<file path="src/rtl/uart_rx.sv">
// uart_rx: oversampling UART receiver with a one-entry holding register.
// Frame: start, DATA_BITS data (LSB first), optional parity, one stop bit.
//
// Ports:
//   i_Clock      system clock
//   i_reset      asynchronous active-low reset
//   i_tick       one-cycle oversampling strobe from the baud generator
//   i_rx         asynchronous serial input, idle high
//   i_rd         host read strobe, consumes the held byte
//   o_data       received byte, right-justified
//   o_valid      o_data holds an unread byte
//   o_frame_err  stop bit of the held byte sampled low
//   o_parity_err parity mismatch on the held byte
//   o_overrun    a frame completed while o_valid was set (sticky)
//   o_busy       receiver is inside a frame
module uart_rx #(
    parameter int DATA_BITS  = 8,
    parameter int OVERSAMPLE = 16,
    parameter bit PARITY_EN  = 1'b0,
    parameter bit PARITY_ODD = 1'b0
) (
    input  logic                 i_Clock,
    input  logic                 i_reset,
    input  logic                 i_tick,
    input  logic                 i_rx,
    input  logic                 i_rd,
    output logic [DATA_BITS-1:0] o_data,
    output logic                 o_valid,
    output logic                 o_frame_err,
    output logic                 o_parity_err,
    output logic                 o_overrun,
    output logic                 o_busy
);

    localparam int SW = $clog2(OVERSAMPLE);
    localparam int NW = $clog2(DATA_BITS);
    localparam logic [SW-1:0] S_LAST = SW'(OVERSAMPLE - 1);
    localparam logic [SW-1:0] S_MID  = SW'(OVERSAMPLE / 2 - 1);
    localparam logic [NW-1:0] N_LAST = NW'(DATA_BITS - 1);

    typedef enum logic [2:0] {
        IDLE,
        START,
        DATA,
        PARITY,
        STOP
    } state_t;

    state_t                state_q, state_d;
    logic [SW-1:0]         s_cnt_q, s_cnt_d;
    logic [NW-1:0]         n_cnt_q, n_cnt_d;
    logic [DATA_BITS-1:0]  shift_q, shift_d;
    logic                  par_bad_q, par_bad_d;
    logic                  done;
    logic                  rx_m, rx_s;

    // Synchroniser resets to idle level so a low line in reset is no start.
    always_ff @(posedge i_Clock or negedge i_reset) begin
        if (!i_reset) begin
            rx_m <= 1'b1;
            rx_s <= 1'b1;
        end else begin
            rx_m <= i_rx;
            rx_s <= rx_m;
        end
    end

    always_ff @(posedge i_Clock or negedge i_reset) begin
        if (!i_reset) begin
            state_q   <= IDLE;
            s_cnt_q   <= '0;
            n_cnt_q   <= '0;
            shift_q   <= '0;
            par_bad_q <= 1'b0;
        end else begin
            state_q   <= state_d;
            s_cnt_q   <= s_cnt_d;
            n_cnt_q   <= n_cnt_d;
            shift_q   <= shift_d;
            par_bad_q <= par_bad_d;
        end
    end

    always_comb begin
        state_d   = state_q;
        s_cnt_d   = s_cnt_q;
        n_cnt_d   = n_cnt_q;
        shift_d   = shift_q;
        par_bad_d = par_bad_q;
        done      = 1'b0;
        if (i_tick) begin
            unique case (state_q)
                IDLE: begin
                    if (!rx_s) begin
                        state_d = START;
                        s_cnt_d = '0;
                    end
                end
                START: begin
                    if (s_cnt_q == S_MID) begin
                        // High at mid start bit is a glitch: drop silently.
                        if (!rx_s) begin
                            state_d = DATA;
                            s_cnt_d = '0;
                            n_cnt_d = '0;
                        end else begin
                            state_d = IDLE;
                        end
                    end else begin
                        s_cnt_d = s_cnt_q + 1'b1;
                    end
                end
                DATA: begin
                    if (s_cnt_q == S_LAST) begin
                        s_cnt_d = '0;
                        shift_d = {rx_s, shift_q[DATA_BITS-1:1]};
                        if (n_cnt_q == N_LAST) begin
                            state_d = PARITY_EN ? PARITY : STOP;
                        end else begin
                            n_cnt_d = n_cnt_q + 1'b1;
                        end
                    end else begin
                        s_cnt_d = s_cnt_q + 1'b1;
                    end
                end
                PARITY: begin
                    if (s_cnt_q == S_LAST) begin
                        par_bad_d = (^shift_q) ^ rx_s ^ PARITY_ODD;
                        s_cnt_d   = '0;
                        state_d   = STOP;
                    end else begin
                        s_cnt_d = s_cnt_q + 1'b1;
                    end
                end
                STOP: begin
                    if (s_cnt_q == S_LAST) begin
                        done    = 1'b1;
                        s_cnt_d = '0;
                        state_d = IDLE;
                    end else begin
                        s_cnt_d = s_cnt_q + 1'b1;
                    end
                end
                default: state_d = IDLE;
            endcase
        end
    end

    // Holding register: a completing frame beats a same-cycle read.
    always_ff @(posedge i_Clock or negedge i_reset) begin
        if (!i_reset) begin
            o_data       <= '0;
            o_valid      <= 1'b0;
            o_frame_err  <= 1'b0;
            o_parity_err <= 1'b0;
            o_overrun    <= 1'b0;
        end else if (done) begin
            if (!o_valid || i_rd) begin
                o_data       <= shift_q;
                o_valid      <= 1'b1;
                o_frame_err  <= ~rx_s;
                o_parity_err <= PARITY_EN && par_bad_q;
                o_overrun    <= 1'b0;
            end else begin
                o_overrun <= 1'b1;
            end
        end else if (i_rd && o_valid) begin
            o_valid      <= 1'b0;
            o_frame_err  <= 1'b0;
            o_parity_err <= 1'b0;
            o_overrun    <= 1'b0;
        end
    end

    assign o_busy = (state_q != IDLE);

endmodule
</file>
<file path="config.mk">
export PLATFORM = sky130hd
export DESIGN_NAME = uart_rx
export DESIGN_NICKNAME = d
export VERILOG_FILES = /design/src/rtl/uart_rx.sv
export SDC_FILE = /design/constraint.sdc
export NUM_CORES = 1
export LEC_CHECK = 0
export CORE_ASPECT_RATIO = 1.75
export CORE_MARGIN = 5
export CORE_UTILIZATION = 50
export DETAILED_ROUTE_END_ITERATION = 12
export GPL_ROUTABILITY_DRIVEN = 0
export GPL_TIMING_DRIVEN = 0
export PLACE_DENSITY = 0.84
export SKIP_CTS_REPAIR_TIMING = 1
export SLEW_MARGIN = 25
export SYNTH_ARGS = -nofsm -noshare
export SYNTH_HDL_FRONTEND = slang
export SYNTH_SLANG_ARGS = --single-unit
</file>
<file path="constraint.sdc">
create_clock -name i_Clock -period 4.4 [get_ports i_Clock]
set_input_delay 1.1 -clock i_Clock [delete_from_list [all_inputs] [get_ports i_Clock]]
set_output_delay 1.1 -clock i_Clock [all_outputs]
set_load 0.05 [all_outputs]
</file>
==> metrics.csv, run 1 <==
metric,value,unit
status,"complete, no violations",
"Clk pin slew, worst setup/hold paths",0.06,ns
TNS Setup,0,ns
cts bufs inserted,5,
DRT iter0 DRCs,16,
GR Util All Layers,0.171,
post-synthesis compound-gate area fraction,0.0915,
number of H-tree levels,2,
worst hold path class,reg -> reg,
Commonest cells post-synth,"dfrtp_1 (29), mux2_2 (19), nand2_1 (8)",
initial core utilization,0.510,
ANT nets after route,0,
FF-to-FF Start,s_cnt_q[0],
GRT Residual Overflow,0,
largest buffer count on any clock path,2,
first-pass GRT wire length,5200,um
Setup crit end,o_busy,
largest family of logic cells by synthesized area,multiplexers,
Slew HR,0.549,
"FF+latch count, synth",31,
portion of netlist area occupied by mux cells,0.186,
most instantiated library cell after synthesis,dfrtp_1,
largest area contributor in the synthesized netlist,dfrtp_1,
Detailed Place HPWL,2160,um
final slew viol count,0,
simple-gate share of the synthesized area,0.126,
DP Worst Slack,1.58,ns
crit-path max FO,10,
row cnt,26,
P&R area growth vs syn,20.8,%
pin slew with the least headroom to its limit,0.677,ns
fraction of layout cells with a size suffix above 1,0.338,
synthesized cell area,0.00148,mm2
Critical R2R Capture,o_data[1],
Ant. Diodes,0,
Clock Skews,0.00246,ns
Mapped Cells,115,
Final period util,0.689,
Leak,0.860,nW
die height,81.9,um
Critical Path Start Type,register,
share of the synthesized area in the top cell type,0.492,
critical path type,reg -> out,
R2R depth,5,
Synth Area in Adders,0.0254,
Main synth FF type,dfrtp_1,
wire per inst,17.4,um
worst skew pair latency,0.28,ns
CP Launch Point,state_q[1],
largest net degree at the start of global routing,32,
core area,0.00290,mm2
dpl cell area,0.00167,mm2
yosys warns,0,
"top cells by area, synth","dfrtp_1 (49%), mux2_2 (14%), dfstp_2 (3.6%)",
minimum clock period,3.03,ns
Max Clk Rate,330,MHz
CP arrival,1.93,ns
syn_area_per_cell,12.8,um2
nets,146,
setup violators final,0,
design area,0.00178,mm2
root buf cell,clkbuf_8,
share of synthesized registers carrying an async set or reset,1.00,
vias post-DR,940,
Yosys cell types,37,
die area,0.00418,mm2
RSZ-0062 raised after global routing,no,
detailed-router iteration count before antenna repair,4,
initial antenna violation count,0,
Vias/cell,5.63,
hold_ws,0.370,ns
Hold Fails Final Rpt,0,
I/O pin cnt,18,
post-synthesis xor/xnor area fraction,0,
flop-to-flop setup slack,2.46,ns
CTS tree,done,
Peak VDD IR,0.000387,V
"EDFF count, synth",0,
Residual DRC,0,
syn nets,123,
IO Port Bufs,16,
MaxCap Viol Count,0,
Cell Pwr Density,527,mW/mm2
Final Routed Wirelength,2900,um
Worst EP required,3.30,ns
crit end category,primary output,
clock sink total,31,
vias in the first global route,1061,
sequential share of the synthesized area,0.527,
Die X,51.1,um
Final WS setup,1.37,ns
layer usage:
| layer | up-vias | GRT usage | part of all wire |
|---|---|---|---|
| met3 | 8 | 0.0345 | 0.029 |
| met4 | 0 | 0.0889 | 0.024 |
| met5 | - | 0 | 0 |
| met2 | 14 | 0.313 | 0.57 |
| li1 | 450 | - | - |
| met1 | 468 | 0.180 | 0.38 |
area by class of cell:
type	instances	area, um2
inverters	7	26.3
plain buffers	4	35.0
clock inverters	2	35.0
flip-flops and latches	31	778
well taps	28	35.0
clock buffers	6	82.6
fillers	207	1110
repair buffers	16	155
multi-input cells	73	637
how the worst min path moves through the flow:
stage	cells after the start	slack, ns	from	endpoint
floorplan	0	0.35	rx_m	rx_s
global placement	0	0.35	rx_m	rx_s
detailed placement	0	0.36	rx_m	rx_s
CTS	0	0.37	rx_m	rx_s
global route	0	0.39	rx_m	rx_s
finish	0	0.37	rx_m	rx_s
flip-flops by register name, indices dropped and copies added, names as in the netlist:
signal and count:
state_q 3, o_frame_err 1, rx_s 1, o_overrun 1, o_data 8, s_cnt_q 4, shift_q 8, n_cnt_q 3
o_valid 1, rx_m 1
power breakdown:
part	total, mW	switching (mW)	internal, mW
registers	0.358	0.0339	0.325
logic	0.294	0.156	0.138
clock network	0.289	0.106	0.183
total	0.941	0.296	0.645
cell families (layout without fill, tap and decap cells):
family | count (synthesis) | in the layout
compound gates | 16 | 16
buf+inv | 11 | 35
flops | 31 | 31
simple gates | 29 | 29
other cells | 1 | 1
mux | 24 | 24
fa+ha+maj | 3 | 3
layout by cell type, fill, tap and decap left out, types with 2 or more instances in the layout:
master           synthesis  layout
ha_1                     3       3
dfrtp_1                 29      29
o21ai_0                  4       4
nor2_1                   4       4
nand2_1                  8       8
buf_2                    1       2
mux2_2                  19      19
inv_1                    7       7
clkbuf_8                 0       6
a21oi_1                  3       3
nand3_1                  3       3
or3b_4                   2       2
mux2_4                   2       2
dfstp_2                  2       2
clkdlybuf4s50_1          0      15
mux2i_1                  3       3
nand2b_1                 2       2
buf_6                    2       2
through the flow:
stage / util / std cells / power [mW]
floorplan: - / 115 / 0.584
global placement: 0.577 / 159 / 0.638
detailed placement: 0.576 / 159 / 0.655
CTS: 0.616 / 167 / 0.946
global route: 0.616 / 167 / 0.990
finish: 0.616 / 167 / 0.941
critical path: stages (launching register included):
cell and delay [ns]:
dfrtp_1 0.38, buf_6 0.14, nor3_1 0.29, inv_1 0.11, clkdlybuf4s50_1 0.72
No activity file was read; power rests on OpenSTA's default activity.
==> run 2: changes to the inputs <==
- CORE_UTILIZATION: 50 -> 49
- PLACE_DENSITY: 0.84 -> 0.85
- clock period: 4.4 -> 2.6 ns (I/O delays scaled with it)
==> run 2 against run 1 <==
Net effect:
- sequential share of layout area is 0.65 points higher
- first-iteration DRC count is 19% higher
- critical path depth stayed put
- cell area is 1.5% lower
- sequential cell count stayed put
- sequential power is 70% higher
- critical path type unchanged
- largest power group unchanged
==> metrics.csv, run 2 (synthesized netlist as in run 1, its figures left out) <==
metric,value,unit,change
largest buffer count on any clock path,2,,unchanged
R2R depth,5,,unchanged
CTS tree,done,,
Final period util,0.844,,
row cnt,26,,unchanged
largest net degree at the start of global routing,32,,unchanged
P&R area growth vs syn,19.1,%,
FF-to-FF Start,s_cnt_q[0],,
Hold Fails Final Rpt,0,,unchanged
die area,0.00425,mm2,+1.7%
Clock Skews,0.00324,ns,+0.000784 ns
root buf cell,clkbuf_8,,
Residual DRC,0,,unchanged
Final Routed Wirelength,2760,um,-4.8%
setup violators final,0,,unchanged
clock sink total,31,,unchanged
ANT nets after route,0,,unchanged
Detailed Place HPWL,2150,um,-0.44%
Cell Pwr Density,837,mW/mm2,+59%
number of H-tree levels,2,,unchanged
detailed-router iteration count before antenna repair,4,,unchanged
Critical R2R Capture,o_data[3],,
Top delay family on crit path,buffers and inverters,,
flop-to-flop setup slack,0.70,ns,-1.76 ns
hold_ws,0.356,ns,-0.0134 ns
vias in the first global route,1067,,+0.57%
pin slew with the least headroom to its limit,0.667,ns,-0.00972 ns
Worst path slowest cell,dfrtp_1,,
IO Port Bufs,16,,unchanged
placed insts,159,,unchanged
vias post-DR,961,,+2.2%
Ant. Diodes,0,,unchanged
fill count,230,,+11%
Vias/cell,5.75,,+2.2%
CP arrival,1.54,ns,-0.39 ns
crit path buf inv count,3,,unchanged
crit-path max FO,10,,unchanged
critical path type,reg -> out,,
wire per inst,16.5,um,-4.8%
RSZ-0062 raised after global routing,no,,
Critical Path Start Type,register,,
hold_sp,rx_m,,
worst hold path class,reg -> reg,,
initial antenna violation count,0,,unchanged
MaxCap Viol Count,0,,unchanged
CP peak stage delay,0.39,ns,-0.33 ns
status,"complete, no violations",,
most frequent cells in the layout,"dfrtp_1 (29), mux2_2 (19), clkdlybuf4s50_1 (14)",,
first-pass GRT wire length,4800,um,-7.6%
I/O pin cnt,18,,unchanged
die height,82.6,um,+0.89%
Cells on Worst Hold Path,0,,unchanged
GRT Residual Overflow,0,,unchanged
Worst Hold Path EP,rx_s,,
GR Util All Layers,0.153,,-0.0176
worst skew pair latency,0.28,ns,about the same
top flop regs,"o_data x8, shift_q x8, s_cnt_q x4",,
cts bufs inserted,5,,unchanged
nets,146,,unchanged
crit end category,primary output,,
core area,0.00293,mm2,+1.1%
Non-Filler Instances,167,,unchanged
Die X,51.5,um,+0.82%
Max Clk Rate,456,MHz,
"Clk pin slew, worst setup/hold paths",0.07,ns,about the same
"commonest non-fill, non-tap cell in the layout",dfrtp_1,,
minimum clock period,2.19,ns,
final slew viol count,0,,unchanged
"Cell Chain, Critical Path","buf_6, nor3_1, inv_1, dlymetal6s2s_1",,
DRT iter0 DRCs,19,,+3
fraction of layout cells with a size suffix above 1,0.338,,unchanged
Worst EP required,1.95,ns,-1.35 ns
Slew HR,0.555,,+0.00648
TNS Setup,0,ns,unchanged
Leak,0.846,nW,-1.6%
initial core utilization,0.504,,-0.00567
Peak VDD IR,0.000508,V,+31%
[run 2: changes by cell type in the layout (fill, tap and decap cells not counted), sizes merged]
cell           change
clkdlybuf4s50      -1
dlymetal6s2s       +1
clkinvlp           +2
clkbuf             -1
bufinv             -1
[run 2: worst max-delay path by stage]
stage,start,to,slack [ns],depth (start not counted)
after global routing,state_q[1],o_busy,0.29,4
final,state_q[1],o_busy,0.41,4
after global placement,i_tick,shift_q[2],0.30,4
after floorplan,state_q[2],s_cnt_q[0],0.90,5
after CTS,state_q[1],o_busy,0.01,4
after detailed placement,i_tick,shift_q[5],0.26,4
[run 2: layout make-up]
cell class / count / area, um2 / share of cell area
inverter: 7 / 26.3 / 0.0149
clock inverter: 3 / 20.0 / 0.0114
timing repair buffer: 16 / 158 / 0.0897
sequential: 31 / 778 / 0.443
clock buffer: 5 / 68.8 / 0.0391
multi-input combinational: 73 / 637 / 0.362
buffer: 4 / 35.0 / 0.0199
tap: 28 / 35.0 / 0.0199
[run 2: per-layer routing]
layer	routed length [um]	up-vias	track usage
met3	119	9	0.0521
li1	-	453	-
met2	1590	26	0.291
met1	974	473	0.146
met4	79	0	0.0630
met5	0	-	0
[run 2: metrics by stage]
| stage | util | worst slack (ns) | power, mW | area (um2) |
|---|---|---|---|---|
| final | 0.600 | 0.406 | 1.47 | 1760 |
| after CTS | 0.600 | 0.0145 | 1.48 | 1760 |
| after global placement | 0.571 | 0.296 | 1.08 | 1670 |
| after global routing | 0.600 | 0.293 | 1.56 | 1760 |
| after detailed placement | 0.569 | 0.258 | 1.11 | 1670 |
| after floorplan | - | 0.896 | 0.988 | 1480 |
[run 2: power by group]
group	total, mW	switching, mW	internal, mW	leakage (nW)
Sequential	0.607	0.0579	0.549	0.407
Combinational	0.494	0.261	0.232	0.399
Clock	0.370	0.184	0.186	0.0402
==> run 3: changes to the inputs <==
- CORE_UTILIZATION: 49 -> 50
- PLACE_DENSITY: 0.85 -> 0.84
- clock period: 2.6 -> 2.2 ns (I/O delays scaled with it)
==> run 3 against run 2 <==
Net effect:
- global-route usage rose by 1.8 points
- via count down 1.8%
- worst setup slack worse by 0.30 ns
- core utilization is 1.7 points higher
- hold slack got worse by 0.060 ns
- critical path depth stayed put
- register-to-register slack worse by 0.44 ns
- critical path type unchanged
- largest cell class unchanged
- highest routed layer unchanged
==> metrics.csv, run 3 (synthesized netlist as in run 1, its figures left out) <==
metric,value,unit,change
status,"complete, no violations",,
Hold Fails Final Rpt,0,,unchanged
setup violators final,0,,unchanged
busiest grt layer,met2,,
nets,146,,unchanged
CP peak stage delay,0.38,ns,about the same
CTS tree,done,,
critical path type,reg -> out,,
row cnt,26,,unchanged
RSZ-0062 raised after global routing,no,,
fill count,208,,-9.6%
final slew viol count,0,,unchanged
Max Clk Rate,478,MHz,
IO Port Bufs,16,,unchanged
minimum clock period,2.09,ns,
DRT iter0 DRCs,23,,+4
worst skew pair latency,0.28,ns,about the same
Peak VDD IR,0.000737,V,+45%
Critical R2R Capture,o_data[1],,
Leak,0.867,nW,+2.5%
GRT Residual Overflow,0,,unchanged
Vias/cell,5.65,,-1.8%
FF-to-FF Start,s_cnt_q[0],,
M2 GR Usage,0.313,,+0.0218
crit path buf inv count,3,,unchanged
"Clk pin slew, worst setup/hold paths",0.06,ns,about the same
fraction of layout cells with a size suffix above 1,0.338,,unchanged
Ant. Diodes,0,,unchanged
MaxCap Viol Count,0,,unchanged
"commonest non-fill, non-tap cell in the layout",dfrtp_1,,
top flop regs,"o_data x8, shift_q x8, s_cnt_q x4",,
CP arrival,1.54,ns,about the same
Top delay family on crit path,buffers and inverters,,
design area,0.00179,mm2,+1.6%
Detailed Place HPWL,2160,um,+0.45%
crit end category,primary output,,
clock sink total,31,,unchanged
largest buffer count on any clock path,2,,unchanged
most frequent cells in the layout,"dfrtp_1 (29), mux2_2 (19), clkdlybuf4s50_1 (14)",,
P&R area growth vs syn,21.0,%,
GR Util All Layers,0.171,,+0.0176
die area,0.00418,mm2,-1.7%
I/O pin cnt,18,,unchanged
initial antenna violation count,0,,unchanged
Clock Skews,0.00246,ns,-0.000784 ns
DP Worst Slack,-0.0661,ns,-0.324 ns
pin slew with the least headroom to its limit,0.677,ns,+0.00996 ns
M1 GR Usage,0.180,,+0.0340
hold_ws,0.297,ns,-0.0595 ns
placed insts,159,,unchanged
cts bufs inserted,5,,unchanged
Final WS setup,0.109,ns,-0.297 ns
flop-to-flop setup slack,0.26,ns,-0.44 ns
vias post-DR,944,,-1.8%
crit-path max FO,10,,unchanged
Worst EP required,1.65,ns,-0.30 ns
first-pass GRT wire length,5200,um,+8.2%
Final Util,0.617,,+0.0167
Cell Pwr Density,1050,mW/mm2,+26%
Final period util,0.950,,
root buf cell,clkbuf_8,,
number of H-tree levels,2,,unchanged
vias in the first global route,1061,,-0.56%
R2R depth,5,,unchanged
detailed-router iteration count before antenna repair,4,,unchanged
dpl cell area,0.00167,mm2,unchanged
Worst path slowest cell,dfrtp_1,,
grt met3 use,0.0345,,-0.0176
Critical Path Start Type,register,,
Final Routed Wirelength,2910,um,+5.4%
worst hold path class,in -> async,,
Non-Filler Instances,167,,unchanged
"Cell Chain, Critical Path","buf_6, nor3_1, inv_1, dlymetal6s2s_1",,
Slew HR,0.548,,-0.00664
initial core utilization,0.510,,+0.00567
largest net degree at the start of global routing,32,,unchanged
core area,0.00290,mm2,-1.1%
ANT nets after route,0,,unchanged
Residual DRC,0,,unchanged
die height,81.9,um,-0.88%
wire per inst,17.4,um,+5.4%
Die X,51.1,um,-0.82%
==> run 3: cell count changes in the layout (fill, tap and decap cells not counted), sizes merged <==
cell	change
clkbuf	+1
bufinv	+1
clkinvlp	-2
==> run 3: metal layers <==
metal	vias to the layer above	wire length, um
met2	14	1660
li1	450	-
met1	472	1090
met4	0	69
met5	-	0
met3	8	84
==> run 3: power breakdown <==
group,internal [mW],switching [mW],total (mW)
registers,0.649,0.0680,0.717
clock network,0.366,0.211,0.577
logic,0.274,0.313,0.587
total,1.29,0.592,1.88
==> run 3: worst max path at each step <==
stage | endpoint | slack (ns) | startpoint | cells past startpoint
after CTS | o_busy | -0.27 | state_q[1] | 4
after detailed placement | shift_q[6] | -0.07 | i_tick | 4
after global placement | shift_q[0] | -0.03 | i_tick | 4
after floorplan | s_cnt_q[0] | 0.50 | state_q[2] | 5
after global routing | o_busy | 0.04 | state_q[1] | 4
final | o_busy | 0.11 | state_q[1] | 4
==> run 3: layout make-up <==
| class | instances | area (um2) | area share |
|---|---|---|---|
| sequential | 31 | 778 | 0.436 |
| inverter | 7 | 26.3 | 0.0147 |
| timing repair buffer | 16 | 158 | 0.0882 |
| clock inverter | 2 | 35.0 | 0.0196 |
| tap | 28 | 35.0 | 0.0196 |
| multi-input combinational | 73 | 637 | 0.356 |
| clock buffer | 6 | 82.6 | 0.0462 |
| buffer | 4 | 35.0 | 0.0196 |
==> run 3: through the flow <==
step,setup TNS [ns],power (mW)
finish,0,1.88
global route,0,1.98
CTS,-0.272,1.89
detailed placement,-0.543,1.31
global placement,-0.223,1.28
floorplan,0,1.17
